### src/rtl/timer_ctrl.sv
`default_nettype none
// ============================================================================
// Module  : timer_ctrl
// Brief   : Egg-timer sequencer: key edge detect, 1 s prescaler, BCD MM:SS
//           countdown and IDLE/RUN/PAUSE/ALARM control with alarm blink.
//           Optional macro ALARM_TIMEOUT_EN adds automatic alarm clearing.
// Revision: 1.0 - initial release
// ============================================================================
module timer_ctrl #(
    parameter int TICK_DIV   = 50000000,
    parameter int ALARM_SECS = 30
) (
    input  logic        CLK,
    input  logic        RESET_N,
    input  logic [1:0]  KEY_N,
    input  logic [7:0]  SW,
    output logic [15:0] TIME_BCD,
    output logic        RUNNING,
    output logic        PAUSED,
    output logic        ALARM,
    output logic        BLINK
);

    localparam logic [1:0] c_IDLE  = 2'd0;
    localparam logic [1:0] c_RUN   = 2'd1;
    localparam logic [1:0] c_PAUSE = 2'd2;
    localparam logic [1:0] c_ALARM = 2'd3;

    localparam int              c_PW        = (TICK_DIV > 1) ? $clog2(TICK_DIV) : 1;
    localparam logic [c_PW-1:0] c_PRESC_MAX = c_PW'(TICK_DIV - 1);

    logic [1:0]      key_s1_q, key_s2_q, key_s3_q;
    logic [1:0]      w_press;
    logic            w_start, w_cancel;
    logic [1:0]      state_q, state_d;
    logic [c_PW-1:0] presc_q, presc_d;
    logic            w_tick;
    logic [15:0]     time_q, time_d, w_time_dec;
    logic [3:0]      w_load_m10, w_load_m1;
    logic            w_load_zero;
    logic            w_alarm_expire;
    logic            blink_q, blink_d;
    logic            running_q, running_d;
    logic            paused_q, paused_d;
    logic            alarm_q, alarm_d;

    // Keys are active-low: a press is the first cycle s2 sees 0 while s3 still holds 1
    always_ff @(posedge CLK or negedge RESET_N) begin
        if (!RESET_N) begin
            key_s1_q <= 2'b11;
            key_s2_q <= 2'b11;
            key_s3_q <= 2'b11;
        end else begin
            key_s1_q <= KEY_N;
            key_s2_q <= key_s1_q;
            key_s3_q <= key_s2_q;
        end
    end

    assign w_press  = key_s3_q & ~key_s2_q;
    assign w_cancel = w_press[1];
    assign w_start  = w_press[0] & ~w_press[1];

    assign w_tick = ((state_q == c_RUN) || (state_q == c_ALARM)) && (presc_q == c_PRESC_MAX);

    assign w_load_m10  = (SW[7:4] > 4'd9) ? 4'd9 : SW[7:4];
    assign w_load_m1   = (SW[3:0] > 4'd9) ? 4'd9 : SW[3:0];
    assign w_load_zero = (w_load_m10 == 4'd0) && (w_load_m1 == 4'd0);

    always_comb begin
        w_time_dec = time_q;
        if (time_q[3:0] != 4'd0) begin
            w_time_dec[3:0] = time_q[3:0] - 4'd1;
        end else begin
            w_time_dec[3:0] = 4'd9;
            if (time_q[7:4] != 4'd0) begin
                w_time_dec[7:4] = time_q[7:4] - 4'd1;
            end else begin
                w_time_dec[7:4] = 4'd5;
                if (time_q[11:8] != 4'd0) begin
                    w_time_dec[11:8] = time_q[11:8] - 4'd1;
                end else begin
                    w_time_dec[11:8]  = 4'd9;
                    w_time_dec[15:12] = time_q[15:12] - 4'd1;
                end
            end
        end
    end

`ifdef ALARM_TIMEOUT_EN
    localparam int c_AW = (ALARM_SECS > 1) ? $clog2(ALARM_SECS + 1) : 1;

    logic [c_AW-1:0] acnt_q, acnt_d;

    assign w_alarm_expire = w_tick && (state_q == c_ALARM) && (acnt_q == c_AW'(ALARM_SECS - 1));

    always_comb begin
        acnt_d = '0;
        if ((state_q == c_ALARM) && (state_d == c_ALARM)) begin
            acnt_d = w_tick ? (acnt_q + c_AW'(1)) : acnt_q;
        end
    end

    always_ff @(posedge CLK or negedge RESET_N) begin
        if (!RESET_N) begin
            acnt_q <= '0;
        end else begin
            acnt_q <= acnt_d;
        end
    end
`else
    localparam int c_unused_alarm_secs = ALARM_SECS;

    assign w_alarm_expire = 1'b0;
`endif

    always_ff @(posedge CLK or negedge RESET_N) begin
        if (!RESET_N) begin
            state_q <= c_IDLE;
        end else begin
            state_q <= state_d;
        end
    end

    always_comb begin
        state_d = state_q;
        case (state_q)
            c_IDLE: begin
                if (!w_cancel && w_start && !w_load_zero) begin
                    state_d = c_RUN;
                end
            end
            c_RUN: begin
                if (w_cancel) begin
                    state_d = c_IDLE;
                end else if (w_tick && (time_q == 16'h0001)) begin
                    state_d = c_ALARM;
                end else if (w_start) begin
                    state_d = c_PAUSE;
                end
            end
            c_PAUSE: begin
                if (w_cancel) begin
                    state_d = c_IDLE;
                end else if (w_start) begin
                    state_d = c_RUN;
                end
            end
            c_ALARM: begin
                if (w_cancel || w_start || w_alarm_expire) begin
                    state_d = c_IDLE;
                end
            end
            default: state_d = c_IDLE;
        endcase
    end

    // Leaving or entering a counting state restarts the prescaler from 0
    always_comb begin
        presc_d = '0;
        if (((state_q == c_RUN) || (state_q == c_ALARM)) && (state_d == state_q)) begin
            presc_d = w_tick ? '0 : (presc_q + c_PW'(1));
        end

        time_d = time_q;
        if (state_d == c_IDLE) begin
            time_d = 16'h0000;
        end else if ((state_q == c_IDLE) && (state_d == c_RUN)) begin
            time_d = {w_load_m10, w_load_m1, 8'h00};
        end else if ((state_q == c_RUN) && w_tick) begin
            time_d = w_time_dec;
        end

        blink_d = 1'b0;
        if (state_d == c_ALARM) begin
            if (state_q != c_ALARM) begin
                blink_d = 1'b1;
            end else begin
                blink_d = w_tick ? ~blink_q : blink_q;
            end
        end

        running_d = (state_d == c_RUN);
        paused_d  = (state_d == c_PAUSE);
        alarm_d   = (state_d == c_ALARM);
    end

    always_ff @(posedge CLK or negedge RESET_N) begin
        if (!RESET_N) begin
            presc_q   <= '0;
            time_q    <= 16'h0000;
            blink_q   <= 1'b0;
            running_q <= 1'b0;
            paused_q  <= 1'b0;
            alarm_q   <= 1'b0;
        end else begin
            presc_q   <= presc_d;
            time_q    <= time_d;
            blink_q   <= blink_d;
            running_q <= running_d;
            paused_q  <= paused_d;
            alarm_q   <= alarm_d;
        end
    end

    assign TIME_BCD = time_q;
    assign RUNNING  = running_q;
    assign PAUSED   = paused_q;
    assign ALARM    = alarm_q;
    assign BLINK    = blink_q;

endmodule
`default_nettype wire

### config.mk
export PLATFORM = sky130hd
export DESIGN_NAME = timer_ctrl
export DESIGN_NICKNAME = d
export VERILOG_FILES = /design/src/rtl/timer_ctrl.sv
export SDC_FILE = /design/constraint.sdc
export NUM_CORES = 1
export LEC_CHECK = 0
export CAP_MARGIN = 20
export CORE_MARGIN = 2
export CORE_UTILIZATION = 49
export DETAILED_ROUTE_END_ITERATION = 16
export GPL_TIMING_DRIVEN = 1
export PLACE_DENSITY_LB_ADDON = 0.15
export RECOVER_POWER = 50
export SYNTH_ARGS = -nofsm -noshare
export SYNTH_HDL_FRONTEND = slang
export SYNTH_SLANG_ARGS = --single-unit
### constraint.sdc
create_clock -name CLK -period 2.49 [get_ports CLK]
set_input_delay 0.747 -clock CLK [delete_from_list [all_inputs] [get_ports CLK]]
set_output_delay 0.747 -clock CLK [all_outputs]
set_load 0.02 [all_outputs]
==> results.md <==
* Status: completed
* Post-synth cell types at between 40 and 50
* Fin nets at approximately 350
* Max clock buf depth at 2
* Place WS at -43.3 ps
* Synth Flop Type: dfrtp_1
* Area grow syn2layout at 26.8%
* Xor and xnor fraction of the mapped netlist area at 0.0836
* FMAX at 0.410 GHz
* Post-route setup slack at slightly above 50 ps
* DIE AREA at 6170 um2
* Total power at 1930 uW
* Critical path's slowest cell: nor4_1
* Tightest Pin Transition at between 1000 and 1500 ps
* Synth Area in Compound Gates at 0.0841
* First-pass GRT wire length at about 9500 um
* GR Overflow Total at 0
* Die height at around 79 um
* Seq cells post-synth at 54
* Vias per inst at ~5.5
* CTS tree: built
* Multiplexer share of the synthesized area at 0.00735
* Avg Cell Area, Syn at roughly 9.6 um2
* DRT Pass-1 Iters at 5
* Mapped Cells at around 290
* WL per Instance at 13.7 um
* Post-Syn Nets at 301
* Clock Tree Root: clkbuf_8
* Initial Utilization at 0.501
* Core Util, Final at 0.635
* Cts bufs inserted at 5
* Final min period at 2440 ps
* Initial DRC count at just under 100
* Post-Syn Area at between 2000 and 3000 um2
* Die width at roughly 79 um
* Reg2Reg Setup Slack at 50 ps
* GRT Overall Usage at 0.194
* Core ar. at ~5400 um2
* H-tree levels at 2
* Remaining DRCs at 0
* Max Clock Skew at just over 4 ps
* Rel. slew slack at 0.331
* Multi-input gate area at 1360 um2
* Hold bufs inserted after CTS at 0
* Number of global-route vias before repair at 2,151
* Adder-Cell Fraction of Synth Area at 0.0184
* Async SR Flop Fraction at 1.00
* WS Path Type: reg -> reg
* WP data arrival at 2640 ps
* Register area share after synthesis at 0.499
* WHS at about 370 ps
* Clock sink count at 54
* CP max stage delay at 530 ps
* Crit path required time at 2690 ps
* Cell family contributing the most delay on the critical path: simple AND/OR/NAND/NOR gates
* Initial antenna violation count at 0
* CP max FO at 5
* Power Density at ~560 nW/um2
* Hold Crit Class: reg -> reg
* Post-DP HPWL at slightly above 4000 um
* Synth top area share at 0.441
* CP cell instances: nor4_1 > nand3_2 > o311a_4 > nor3_4 > nor2_2 > o41ai_2
* Insertion delay to the later sink of the worst-skew pair at roughly 300 ps
* Setup violators final at 0
* Clock transition at the registers of the reported paths at around 90 ps
* Post-synth EDFFs at 0
* I/O pin cnt at 32
* Leakage power at around 0.0014 uW
* Largest net degree at the start of global routing at 25
* Startpoint types: flop
* I/O Buffers at 31
* Syn. warnings at 0
* Area leader, netlist: dfrtp_1
* Post-DRT Antenna Nets at 0
* Setup TNS Final at 0 ps
* Max-Cap Viols at 0
* Total Wirelength at about 5600 um
* Antenna diodes at 0
* Number of fillers in the final layout at 455
* Row Count at 27
* Vias post-DR at about 2,300
* Largest family of logic cells by synthesized area: simple AND/OR/NAND/NOR gates
* Peak VDD IR at roughly 0.36 mV
* Worst setup EP type: flop
* Slew Limit Fails at 0
* Layout cells sized above 1 at 0.156
* Tcrit/Tclk final at 0.979
* Register area at ~1400 um2
* Final GP Congestion at around 0.85
* Simple-gate share of the synthesized area at 0.282
* Synth top area cells: dfrtp_1 44%, nor2_1 7.2%, dfstp_2 5.8%
* Bufs and invs on worst path at 0
* Final hold violation count at 0
[cells by family (layout without fill, tap and decap cells)]
logic type | after synthesis | in the layout
AO/OA/AOI/OAI | 34 | 34
AND/OR/NAND/NOR | 147 | 147
buffers and inverters | 18 | 72
flip-flops | 54 | 54
adder cells (fa/ha/maj) | 4 | 4
XOR/XNOR | 26 | 26
multiplexers | 2 | 2
[Yosys cell counts (all sizes together) (3+ instances only)]
cell     n
nor2    53
dfrtp   48
nand2   25
xor2    15
a21oi   11
inv     11
nand3   11
xnor2   11
nor4    10
nor3     9
o21ai    9
nand4    7
clkbuf   6
dfstp    6
and3     5
or3      5
ha       4
nor2b    3
nor3b    3
o41ai    3
[cell usage in the layout, fill, tap and decap left out, drive strengths merged, types with 2 or more instances in the layout]
master / Yosys / routed
nor2: 53 / 53
dfrtp: 48 / 48
nand2: 25 / 25
clkdlybuf4s50: 0 / 25
buf: 1 / 20
xor2: 15 / 15
inv: 11 / 11
a21oi: 11 / 11
xnor2: 11 / 11
nand3: 11 / 11
nor4: 10 / 10
o21ai: 9 / 9
nor3: 9 / 9
clkbuf: 6 / 9
nand4: 7 / 7
dfstp: 6 / 6
and3: 5 / 5
or3: 5 / 5
dlygate4sd3: 0 / 5
ha: 4 / 4
nor2b: 3 / 3
nor3b: 3 / 3
o41ai: 3 / 3
nand2b: 2 / 2
and4: 2 / 2
o22ai: 2 / 2
or4b: 2 / 2
mux2i: 2 / 2
bufinv: 0 / 2
nor4b: 2 / 2
or4: 2 / 2
[per-stage QoR]
step                      std cells  instance area, um2
after global placement          402                3250
after global routing            411                3450
final                           411                3450
after detailed placement        402                3250
after floorplan                 285                2720
after CTS                       410                3390
[flip-flops by register name, summed over array words and instances (netlist names)]
register and count:
BLINK 1, key_s1_q 2, ALARM 1, key_s3_q 2, state_q 2, RUNNING 1
presc_q 26, TIME_BCD 16, PAUSED 1, key_s2_q 2
[power breakdown]
group,leakage (uW),total (uW),switching (uW),internal (uW)
logic,0.000612,276,156,121
clock network,0.0000714,712,284,429
registers,0.000725,940,31.1,909
[worst reg2reg max path, stage by stage (launching register included)]
cell and delay, ps:
dfrtp_1 440, nor4_1 530, nand3_2 290, o311a_4 450, nor3_4 190, nor2_2 100
o41ai_2 340
[metal layers]
layer	vias to the layer above	track usage	share of wire
li1	1113	-	-
met1	1082	0.242	0.46
met2	48	0.330	0.49
met3	10	0.0425	0.043
met4	0	0.0702	0.014
met5	-	0	0
[timing repair]
action	4_1_cts	5_1_grt
setup buffers	0	1
endpoints found under the setup margin	0	6
endpoints found under the hold margin	0	0
resized for setup	0	10
[final cells by class]
class	instances	area share
timing repair buffer	53	0.134
sequential	54	0.394
clock buffer	6	0.0239
tap	72	0.0261
multi-input combinational	213	0.393
clock inverter	2	0.0174
inverter	11	0.0120
[worst paths after layout]
path / endpoint / from / depth (start not counted)
worst min-delay path: key_s2_q[0] / key_s1_q[0] / 0
min in group asynchronous: TIME_BCD[14] / RESET_N / 1
worst max-delay path: TIME_BCD[10] / presc_q[7] / 6
worst max register to register: TIME_BCD[10] / presc_q[7] / 6
worst min register to register: key_s2_q[0] / key_s1_q[0] / 0
max in group asynchronous: presc_q[5] / RESET_N / 2
(Power assumes the default switching activity.)
